--- src/rtl/decode.sv ---
// Decode stage of the 16-bit five-stage pipeline.
// Splits the fetched instruction into fields, reads the 8x16 register file,
// builds execute-stage control and the extended immediate, detects load-use
// hazards and registers everything into the D/E pipeline register.
// Optional build macro: DECODE_WB_BYPASS_EN (writeback-to-read write-through).
module decode #(
    parameter int unsigned DATA_W = 16,
    parameter int unsigned NREG   = 8,
    parameter int unsigned RA_W   = 3
) (
    input  logic              clk,
    input  logic              rst,
    input  logic [15:0]       instr_d,
    input  logic [DATA_W-1:0] pc_d,
    input  logic [DATA_W-1:0] pc_next_d,
    input  logic              flush_d,
    input  logic              reg_write_w,
    input  logic [RA_W-1:0]   rd_w,
    input  logic [DATA_W-1:0] result_w,
    output logic              stall_f,
    output logic [DATA_W-1:0] rd1_e,
    output logic [DATA_W-1:0] rd2_e,
    output logic [DATA_W-1:0] imm_e,
    output logic [RA_W-1:0]   rs1_e,
    output logic [RA_W-1:0]   rs2_e,
    output logic [RA_W-1:0]   rd_e,
    output logic [2:0]        alu_ctrl_e,
    output logic              alu_src_e,
    output logic              reg_write_e,
    output logic              mem_read_e,
    output logic              mem_write_e,
    output logic              branch_e,
    output logic              jump_e,
    output logic [1:0]        result_src_e,
    output logic [DATA_W-1:0] pc_e,
    output logic [DATA_W-1:0] pc_next_e,
    output logic              illegal_e
);

    localparam logic [3:0] OpRtype = 4'd0;
    localparam logic [3:0] OpAddi  = 4'd1;
    localparam logic [3:0] OpLw    = 4'd2;
    localparam logic [3:0] OpSw    = 4'd3;
    localparam logic [3:0] OpBeq   = 4'd4;
    localparam logic [3:0] OpJal   = 4'd5;
    localparam logic [3:0] OpLui   = 4'd6;

    localparam logic [2:0] AluAdd = 3'd0;
    localparam logic [2:0] AluSub = 3'd1;

    localparam logic [1:0] ResAlu  = 2'd0;
    localparam logic [1:0] ResMem  = 2'd1;
    localparam logic [1:0] ResPc   = 2'd2;
    localparam logic [1:0] ResImm  = 2'd3;

    // Everything the D/E register carries, bundled so bubbles are a single '0.
    typedef struct packed {
        logic [DATA_W-1:0] rd1;
        logic [DATA_W-1:0] rd2;
        logic [DATA_W-1:0] imm;
        logic [RA_W-1:0]   rs1;
        logic [RA_W-1:0]   rs2;
        logic [RA_W-1:0]   rd;
        logic [2:0]        alu_ctrl;
        logic              alu_src;
        logic              reg_write;
        logic              mem_read;
        logic              mem_write;
        logic              branch;
        logic              jump;
        logic [1:0]        result_src;
        logic [DATA_W-1:0] pc;
        logic [DATA_W-1:0] pc_next;
        logic              illegal;
    } de_t;

    // Instruction fields
    logic [3:0]      op;
    logic [RA_W-1:0] fld_a;
    logic [RA_W-1:0] fld_b;
    logic [RA_W-1:0] fld_c;
    logic [2:0]      fld_f;

    assign op    = instr_d[15:12];
    assign fld_a = instr_d[11:9];
    assign fld_b = instr_d[8:6];
    assign fld_c = instr_d[5:3];
    assign fld_f = instr_d[2:0];

    // Immediate variants
    logic [DATA_W-1:0] imm6_sext;
    logic [DATA_W-1:0] imm6_x2;
    logic [DATA_W-1:0] imm9_x2;
    logic [DATA_W-1:0] imm9_upper;

    // Build every immediate form; the control decoder picks one
    always_comb begin
        imm6_sext  = {{(DATA_W-6){instr_d[5]}}, instr_d[5:0]};
        imm6_x2    = {imm6_sext[DATA_W-2:0], 1'b0};
        imm9_x2    = {{(DATA_W-10){instr_d[8]}}, instr_d[8:0], 1'b0};
        imm9_upper = {instr_d[8:0], {(DATA_W-9){1'b0}}};
    end

    // Decoded (pre-register) values
    logic [RA_W-1:0]   rs1_dec;
    logic [RA_W-1:0]   rs2_dec;
    logic [RA_W-1:0]   rd_dec;
    logic              use_rs1;
    logic              use_rs2;
    logic              writes_rd;
    logic [DATA_W-1:0] imm_dec;
    logic [2:0]        alu_dec;
    logic              alu_src_dec;
    logic              mem_read_dec;
    logic              mem_write_dec;
    logic              branch_dec;
    logic              jump_dec;
    logic [1:0]        res_src_dec;
    logic              illegal_dec;

    // Opcode decoder: register indices, immediate and control per instruction class
    always_comb begin
        rs1_dec       = '0;
        rs2_dec       = '0;
        rd_dec        = '0;
        use_rs1       = 1'b0;
        use_rs2       = 1'b0;
        writes_rd     = 1'b0;
        imm_dec       = '0;
        alu_dec       = AluAdd;
        alu_src_dec   = 1'b0;
        mem_read_dec  = 1'b0;
        mem_write_dec = 1'b0;
        branch_dec    = 1'b0;
        jump_dec      = 1'b0;
        res_src_dec   = ResAlu;
        illegal_dec   = 1'b0;
        case (op)
            OpRtype: begin
                rd_dec    = fld_a;
                rs1_dec   = fld_b;
                rs2_dec   = fld_c;
                use_rs1   = 1'b1;
                use_rs2   = 1'b1;
                writes_rd = 1'b1;
                alu_dec   = fld_f;
            end
            OpAddi: begin
                rd_dec      = fld_a;
                rs1_dec     = fld_b;
                use_rs1     = 1'b1;
                writes_rd   = 1'b1;
                imm_dec     = imm6_sext;
                alu_src_dec = 1'b1;
            end
            OpLw: begin
                rd_dec       = fld_a;
                rs1_dec      = fld_b;
                use_rs1      = 1'b1;
                writes_rd    = 1'b1;
                imm_dec      = imm6_sext;
                alu_src_dec  = 1'b1;
                mem_read_dec = 1'b1;
                res_src_dec  = ResMem;
            end
            OpSw: begin
                rs1_dec       = fld_b;
                rs2_dec       = fld_a;
                use_rs1       = 1'b1;
                use_rs2       = 1'b1;
                imm_dec       = imm6_sext;
                alu_src_dec   = 1'b1;
                mem_write_dec = 1'b1;
            end
            OpBeq: begin
                rs1_dec    = fld_a;
                rs2_dec    = fld_b;
                use_rs1    = 1'b1;
                use_rs2    = 1'b1;
                imm_dec    = imm6_x2;
                alu_dec    = AluSub;
                branch_dec = 1'b1;
            end
            OpJal: begin
                rd_dec      = fld_a;
                writes_rd   = 1'b1;
                imm_dec     = imm9_x2;
                jump_dec    = 1'b1;
                res_src_dec = ResPc;
            end
            OpLui: begin
                rd_dec      = fld_a;
                writes_rd   = 1'b1;
                imm_dec     = imm9_upper;
                res_src_dec = ResImm;
            end
            default: begin
                illegal_dec = 1'b1;
            end
        endcase
    end

    // Register file (r0 is never written, so it stays 0)
    logic [DATA_W-1:0] rf_q [NREG];
    logic              wb_en;

    assign wb_en = reg_write_w && (rd_w != '0);

    // Writeback port; everything clears on reset
    always_ff @(posedge clk or negedge rst) begin
        if (!rst) begin
            for (int i = 0; i < int'(NREG); i++) begin
                rf_q[i] <= '0;
            end
        end else if (wb_en) begin
            rf_q[rd_w] <= result_w;
        end
    end

    logic [DATA_W-1:0] rd1_dec;
    logic [DATA_W-1:0] rd2_dec;

    // Combinational read ports, r0 reads as 0
    always_comb begin
        rd1_dec = (rs1_dec == '0) ? '0 : rf_q[rs1_dec];
        rd2_dec = (rs2_dec == '0) ? '0 : rf_q[rs2_dec];
`ifdef DECODE_WB_BYPASS_EN
        if (wb_en && (rd_w == rs1_dec)) rd1_dec = result_w;
        if (wb_en && (rd_w == rs2_dec)) rd2_dec = result_w;
`endif
    end

    // Pipeline register state
    de_t de_q;
    de_t de_d;
    de_t dec;

    logic load_use;
    logic wb_hazard;

    // Hazard detection: load-use against E, plus same-cycle writeback without bypass
    always_comb begin
        load_use = de_q.mem_read && (de_q.rd != '0) &&
                   ((use_rs1 && (rs1_dec == de_q.rd)) ||
                    (use_rs2 && (rs2_dec == de_q.rd)));
`ifdef DECODE_WB_BYPASS_EN
        wb_hazard = 1'b0;
`else
        wb_hazard = wb_en &&
                    ((use_rs1 && (rs1_dec == rd_w)) ||
                     (use_rs2 && (rs2_dec == rd_w)));
`endif
        stall_f = !flush_d && (load_use || wb_hazard);
    end

    // Assemble the decoded bundle; writes to r0 never raise reg_write
    always_comb begin
        dec            = '0;
        dec.rd1        = rd1_dec;
        dec.rd2        = rd2_dec;
        dec.imm        = imm_dec;
        dec.rs1        = rs1_dec;
        dec.rs2        = rs2_dec;
        dec.rd         = rd_dec;
        dec.alu_ctrl   = alu_dec;
        dec.alu_src    = alu_src_dec;
        dec.reg_write  = writes_rd && (rd_dec != '0);
        dec.mem_read   = mem_read_dec;
        dec.mem_write  = mem_write_dec;
        dec.branch     = branch_dec;
        dec.jump       = jump_dec;
        dec.result_src = res_src_dec;
        dec.pc         = pc_d;
        dec.pc_next    = pc_next_d;
        dec.illegal    = illegal_dec;
    end

    // Next D/E contents: flush and stall both inject an all-zero bubble
    always_comb begin
        de_d = dec;
        if (flush_d || stall_f) begin
            de_d = '0;
        end
    end

    // D/E pipeline register
    always_ff @(posedge clk or negedge rst) begin
        if (!rst) begin
            de_q <= '0;
        end else begin
            de_q <= de_d;
        end
    end

    assign rd1_e        = de_q.rd1;
    assign rd2_e        = de_q.rd2;
    assign imm_e        = de_q.imm;
    assign rs1_e        = de_q.rs1;
    assign rs2_e        = de_q.rs2;
    assign rd_e         = de_q.rd;
    assign alu_ctrl_e   = de_q.alu_ctrl;
    assign alu_src_e    = de_q.alu_src;
    assign reg_write_e  = de_q.reg_write;
    assign mem_read_e   = de_q.mem_read;
    assign mem_write_e  = de_q.mem_write;
    assign branch_e     = de_q.branch;
    assign jump_e       = de_q.jump;
    assign result_src_e = de_q.result_src;
    assign pc_e         = de_q.pc;
    assign pc_next_e    = de_q.pc_next;
    assign illegal_e    = de_q.illegal;

endmodule

--- config.mk ---
export PLATFORM = sky130hd
export DESIGN_NAME = decode
export DESIGN_NICKNAME = d
export VERILOG_FILES = /design/src/rtl/decode.sv
export SDC_FILE = /design/constraint.sdc
export NUM_CORES = 1
export LEC_CHECK = 0
export BUFFER_PORTS_ARGS = -buffer_cell sky130_fd_sc_hd__buf_2
export CORE_MARGIN = 2
export CORE_UTILIZATION = 34
export DETAILED_ROUTE_END_ITERATION = 8
export SYNTH_ARGS = -nofsm -noshare
export SYNTH_HDL_FRONTEND = slang
export SYNTH_SLANG_ARGS = --single-unit
--- constraint.sdc ---
create_clock -name clk -period 2.97 [get_ports clk]
set_input_delay 0.4455 -clock clk [delete_from_list [all_inputs] [get_ports clk]]
set_output_delay 0.4455 -clock clk [all_outputs]
set_load 0.01 [all_outputs]
==> impl_metrics.csv, run 1 <==
group,metric,value,unit
run_status,status,"completed",
power,peakVddDrop,469,uV
synth,synth_cells,858,
clock_network,cts_made_buffers,25,
sta,setup_tns,0,ns
sta,worstMarginPinSlew,0.689,ns
floorplan,ios,173,
routing,firstDrtPassIters,5,
sta,relSlewSlack,0.541,
floorplan,die-area,31000,sq um
worst_setup_path,worstPathArrival,2.41,ns
synth,ys_seq_area_frac,0.533,
synth,async_flop_share,1.00,
placement,dpl.hpwl,17.5,mm
grt,overflow,0,
routing,wl,27.6,mm
placement,gp_congestion,0.826,
clock_network,clk_pin_slew,0.05,ns
floorplan,die_w,176,um
synth,synthTopCellsByCount,"214 x dfrtp_1, 129 x mux2_2, 61 x nor2_1, 51 x mux2i_1, 43 x clkbuf_1",
sta,fin_crit,2.85,ns
routing,ant_nets,0,
sta,whs,0.126,ns
synth,ys_seq_elements,214,
floorplan,num_rows,62,
grt,grt_pass1_wl,43.0,mm
sta,rsz0062_at_grt,"false",
finish,n_fill_cell,2758,
clock_network,clk_latency,0.53,ns
synth,synth_ff_type,"dfrtp_1",
run,max_cap_viol_count,0,
worst_hold_path,hold_path.class,"in2reg",
clock_network,cts_tree,"built",
synth,synthTopCellsByArea,"dfrtp_1 53%, mux2_2 14%, mux2i_1 5.1%",
worst_setup_path,crit_type,"reg2out",
synth,ys_warn_count,0,
synth,synth_edf_count,0,
clock_network,post_cts_buffers,0,
floorplan,dieHeight,176,um
synth,syn_avg_cell_area,11.7,sq um
synth,synth_most_common_cell,"dfrtp_1",
placement,io_buffers,172,
clock_network,clock-root-buffer,"clkbuf_16",
synth,ys_types,56,
grt,antenna_found_initial,1,
floorplan,initial_utilization,0.347,
finish,drive_gt1_frac,0.382,
sta,drv_slew,0,
worst_setup_path,cp.required,2.52,ns
worst_setup_path,cp_slowest_stage_delay,0.55,ns
power,powerDensity,633,nW/um^2
routing,route.detailed.drc,0,
finish,multi_input_area,4320,sq um
sta,finalClockSkew,0.00645,ns
finish,nets,1099,
worst_setup_path,path_max_fanout,7,
routing,wire_per_inst,19.3,um
routing,vias,7512,
sta,timing.final.crit_share,0.961,
synth,synth.net_count,929,
sta,setup_ws,0.117,ns
placement,pre_cts_ws,0.245,ns
sta,fmaxAchievable,351,MHz
sta,finalSetupViolCount,0,
clock_network,cts.sinks,214,
synth,syn-cell-area,10100,sq um
floorplan,core,28900,sq um
worst_setup_path,start_kind,"register",
sta,hold_viol_final,0,
worst_setup_path,cp-end-kind,"output port",
grt,grt_max_degree,90,
clock_network,cts_buffer_depth,3,
routing,routed_via_density,5.25,
synth,synth.largest_area_cell,"dfrtp_1",
finish,syn_to_final_growth,22.9,%
finish,regArea,5360,sq um
synth,yosysTopAreaCellShare,0.533,
power,total_leakage_power,5.98,nW
clock_network,htreeDepth,1,
grt,grt_usage,0.177,
worst_setup_path,cp_slowest_cell,"or4_1",
grt,grt_pass1_vias,7602,
worst_setup_path,crit_chain,"nor2_1, a21boi_0, mux2i_1, or4_1, nand4_1, and2_1, buf_2",
routing,drtIter0Drc,428,
## power by group
group	switching [W]	leakage, nW	total, W	internal [W]
registers	0.000281	2.71	0.00361	0.00333
clock network	0.00117	0.408	0.00298	0.00181
logic	0.000599	2.86	0.00123	0.000632
total	0.00205	5.98	0.00782	0.00577
## area by class of cell
type / count / area share
sequential: 214 / 0.434
multi-input combinational: 540 / 0.350
timing repair buffer: 209 / 0.0993
clock buffer: 40 / 0.0641
tap: 384 / 0.0389
inverter: 38 / 0.0115
clock inverter: 4 / 0.00223
antenna: 1 / 0.000203
## state kept, by name, indices dropped and copies added, names as in the netlist
| name | count |
|---|---|
| alu_ctrl_e | 3 |
| branch_e | 1 |
| rd_e | 3 |
| imm_e | 16 |
| rd2_e | 16 |
| result_src_e | 2 |
| rd1_e | 16 |
| illegal_e | 1 |
| rf_q | 113 |
| jump_e | 1 |
| rs1_e | 3 |
| mem_write_e | 1 |
| reg_write_e | 1 |
| pc_next_e | 16 |
| mem_read_e | 1 |
| rs2_e | 3 |
| pc_e | 16 |
| alu_src_e | 1 |
## per-stage QoR
step / power, W / utilization / cell area (sq um) / instances
after floorplan: 0.00440 / - / 10100 / 858
after global placement: 0.00486 / 0.398 / 11500 / 1384
after detailed placement: 0.00490 / 0.398 / 11500 / 1384
after CTS: 0.00791 / 0.427 / 12300 / 1429
after global routing: 0.00820 / 0.427 / 12400 / 1429
final: 0.00782 / 0.427 / 12400 / 1430
## worst max-delay path, delay by kind of cell (launching register included)
kind / cells / cell delay (ns)
multiplexers: 1 / 0.10
AO/OA/AOI/OAI: 1 / 0.24
AND/OR/NAND/NOR: 4 / 0.97
flip-flops: 1 / 0.45
buffers and inverters: 1 / 0.13
## what timing repair did
action / 4_1_cts / 5_1_grt
endpoints found under the setup margin: 0 / 1
resized for setup: 0 / 2
hold endpoints to repair: 85 / 0
hold buffers: 1 / 0
## routing by layer
metal / vias to the layer above / part of all wire / track usage / wire length [um]
met5: - / 0 / 0 / 0
met4: 0 / 0.039 / 0.0782 / 1090
met3: 69 / 0.055 / 0.0258 / 1510
met2: 284 / 0.47 / 0.295 / 12900
met1: 3706 / 0.44 / 0.230 / 12100
li1: 3453 / - / - / -
## cells in the final DEF (no fill, tap or decap), types with 16 or more instances in the layout
cell type	instances
dfrtp_1	212
buf_2	171
mux2_2	129
nor2_1	61
mux2i_1	50
inv_1	38
nand3_1	32
nand2_1	31
buf_4	30
a21oi_1	29
clkbuf_16	25
nor2b_1	23
nor3_1	20
a211oi_1	18
a221oi_1	17
a211o_1	16
o2bb2ai_1	16
## path summary, 6_finish.rpt
check | slack [ns] | depth (start not counted) | from | endpoint
worst max-delay path | 0.12 | 7 | rd_e[1] | stall_f
worst min-delay path | 0.13 | 3 | pc_next_d[9] | pc_next_e[9]
worst max register to register | 0.76 | 8 | rd_e[1] | rd1_e[13]
worst min register to register | 0.38 | 0 | rf_q[126] | rf_q[126]
max in group asynchronous | 1.60 | 3 | rst | pc_e[4]
min in group asynchronous | 0.53 | 2 | rst | alu_ctrl_e[1]
## logic make-up after synthesis
logic type             synth area share
buffers and inverters            0.0448
AO/OA/AOI/OAI                     0.109
multiplexers                      0.200
flip-flops                        0.533
AND/OR/NAND/NOR                   0.109
XOR/XNOR                        0.00523
Note: power is estimated with default switching activity, not from simulation.
==> run 2: changes to the inputs <==
- CORE_MARGIN: 2 -> 5
- SETUP_SLACK_MARGIN: not set -> 0.5
==> run 2 against run 1 <==
Clock-buffer cell count shrank 7; cell count grew 0.98%; critical path depth is the same; register-to-register slack gained 0.06 ns; critical path type unchanged.
==> impl_metrics.csv, run 2 (synthesis results as in run 1) <==
group,metric,value,unit
run_status,status,"completed",
sta,hold_viol_final,0,
sta,fmaxAchievable,384,MHz
floorplan,dieHeight,182,um
grt,grt_pass1_wl,45.1,mm
power,pwr-share-seq,0.458,
routing,vias,7553,
power,total_leakage_power,6.04,nW
placement,dpl.hpwl,18.6,mm
routing,firstDrtPassIters,4,
clock_network,clk_latency,0.51,ns
finish,postLayoutCoreUtil,0.426,
routing,wl,28.9,mm
routing,routed_via_density,5.23,
sta,setup_tns,0,ns
floorplan,core,29400,sq um
worst_setup_path,cp-end-kind,"output port",
worst_setup_path,worstPathArrival,2.16,ns
placement,pre_cts_ws,0.208,ns
grt,grt_pass1_vias,7765,
worst_setup_path,path_max_fanout,5,
finish,regArea,5360,sq um
sta,finalSetupViolCount,0,
clock_network,cts_tree,"built",
grt,grt_usage,0.170,
floorplan,die-area,33100,sq um
sta,drv_slew,0,
power,power.net_switching,0.00206,W
clock_network,clk_pin_slew,0.06,ns
finish,layout_commonest_cell,"dfrtp_1",
sta,setup_ws,0.366,ns
sta,timing.final.crit_share,0.877,
routing,route.detailed.drc,0,
placement,gp_congestion,0.833,
placement,placed_cells,1391,
worst_hold_path,hold_path.class,"in2reg",
finish,regMostFlops,"rf_q",
finish,fin_cells,1444,
finish,nets,1107,
clock_network,htreeDepth,1,
worst_setup_path,cp_slowest_cell,"or4_4",
sta,relSlewSlack,0.579,
worst_setup_path,cp.required,2.52,ns
worst_setup_path,crit_type,"reg2out",
clock_network,clock-root-buffer,"clkbuf_16",
grt,overflow,0,
grt,antenna_found_initial,3,
power,switching_share,0.261,
finish,syn_to_final_growth,24.7,%
sta,finalClockSkew,0.00953,ns
finish,final_cell_mix,"212 x dfrtp_1, 166 x buf_2, 129 x mux2_2",
clock_network,cts_buffer_depth,3,
floorplan,num_rows,63,
worst_setup_path,cp_slowest_stage_delay,0.45,ns
grt,grt_max_degree,79,
floorplan,die_w,182,um
finish,n_fill_cell,2792,
power,p_int,0.00583,W
run,max_cap_viol_count,0,
placement,io_buffers,172,
sta,fin_crit,2.60,ns
floorplan,initial_utilization,0.342,
clock_network,cts_made_buffers,23,
sta,rsz0062_at_grt,"true",
clock_network,cts.sinks,214,
worst_setup_path,start_kind,"register",
finish,drive_gt1_frac,0.396,
routing,drtIter0Drc,409,
power,combinationalPowerShare,0.160,
finish,largest_reg_flops,113,
power,p_clk_frac,0.382,
sta,worstMarginPinSlew,0.632,ns
power,peakVddDrop,339,uV
power,powerDensity,629,nW/um^2
floorplan,ios,173,
routing,ant_nets,0,
finish,multi_input_area,4360,sq um
routing,wire_per_inst,20.0,um
worst_setup_path,crit_chain,"nor2_2, a21boi_2, mux2i_1, or4_4, nand4_1, and2_4, buf_6",
run 2: changes by cell type in the layout (fill, tap and decap cells not counted), sizes merged:
| cell | before | now |
|---|---|---|
| clkinv | 3 | 4 |
| buf | 208 | 218 |
| clkbuf | 40 | 33 |
| bufinv | 0 | 3 |
| clkinvlp | 0 | 1 |
run 2: routing by layer:
| layer | part of all wire | track usage | wire [um] | up-vias |
|---|---|---|---|---|
| li1 | - | - | - | 3458 |
| met1 | 0.44 | 0.232 | 12700 | 3784 |
| met2 | 0.47 | 0.279 | 13600 | 267 |
| met3 | 0.072 | 0.0347 | 2090 | 40 |
| met4 | 0.016 | 0.0378 | 470 | 4 |
| met5 | 0.00087 | 0 | 25 | - |
run 2: final timing paths:
path                                start             to  slack [ns]  depth (start not counted)
worst min-delay path              pc_d[9]        pc_e[9]        0.13                          3
worst min register to register  rf_q[126]      rf_q[126]        0.37                          0
worst max-delay path              rd_e[1]        stall_f        0.37                          7
max in group asynchronous             rst        rf_q[4]        1.75                          3
worst max register to register    rd_e[1]       imm_e[7]        0.82                          8
min in group asynchronous             rst  alu_ctrl_e[0]        0.51                          2
run 2: timing repair:
action	CTS	global route
hold buffers	1	0
setup buffers	6	3
pin swaps	7	1
hold endpoints to repair	73	0
gates resized for setup	17	0
endpoints found under the setup margin	1	1
run 2: stage by stage:
stage,total power (W),instance area [sq um],hold slack [ns]
5_1_grt,0.00827,12500,0.129
2_1_floorplan,0.00441,10100,0.150
4_1_cts,0.00799,12500,0.116
6_report,0.00789,12500,0.134
3_3_place_gp,0.00487,11600,0.361
3_5_place_dp,0.00492,11600,0.365
run 2: power by group through the flow:
stage	registers, W	clock network [W]	logic [W]
floorplan	0.00360	0	0.000803
global placement	0.00365	0	0.00123
detailed placement	0.00366	0	0.00126
CTS	0.00361	0.00311	0.00127
global route	0.00366	0.00322	0.00139
finish	0.00361	0.00302	0.00126
run 2: cell type report:
cell class              count  area share
well taps                 390      0.0389
multi-input cells         540       0.348
flip-flops and latches    214       0.428
diodes                      1    0.000200
repair buffers            219       0.109
clock buffers              33      0.0545
inverters                  38      0.0114
clock inverters             9      0.0101
run 2: worst max-delay path, delay by kind of cell, from the launching register on:
family	cells	cell delay [ns]
AOI/OAI and AO/OA	1	0.17
buffers and inverters	1	0.09
DFF	1	0.44
muxes	1	0.09
and+or+nand+nor	4	0.86
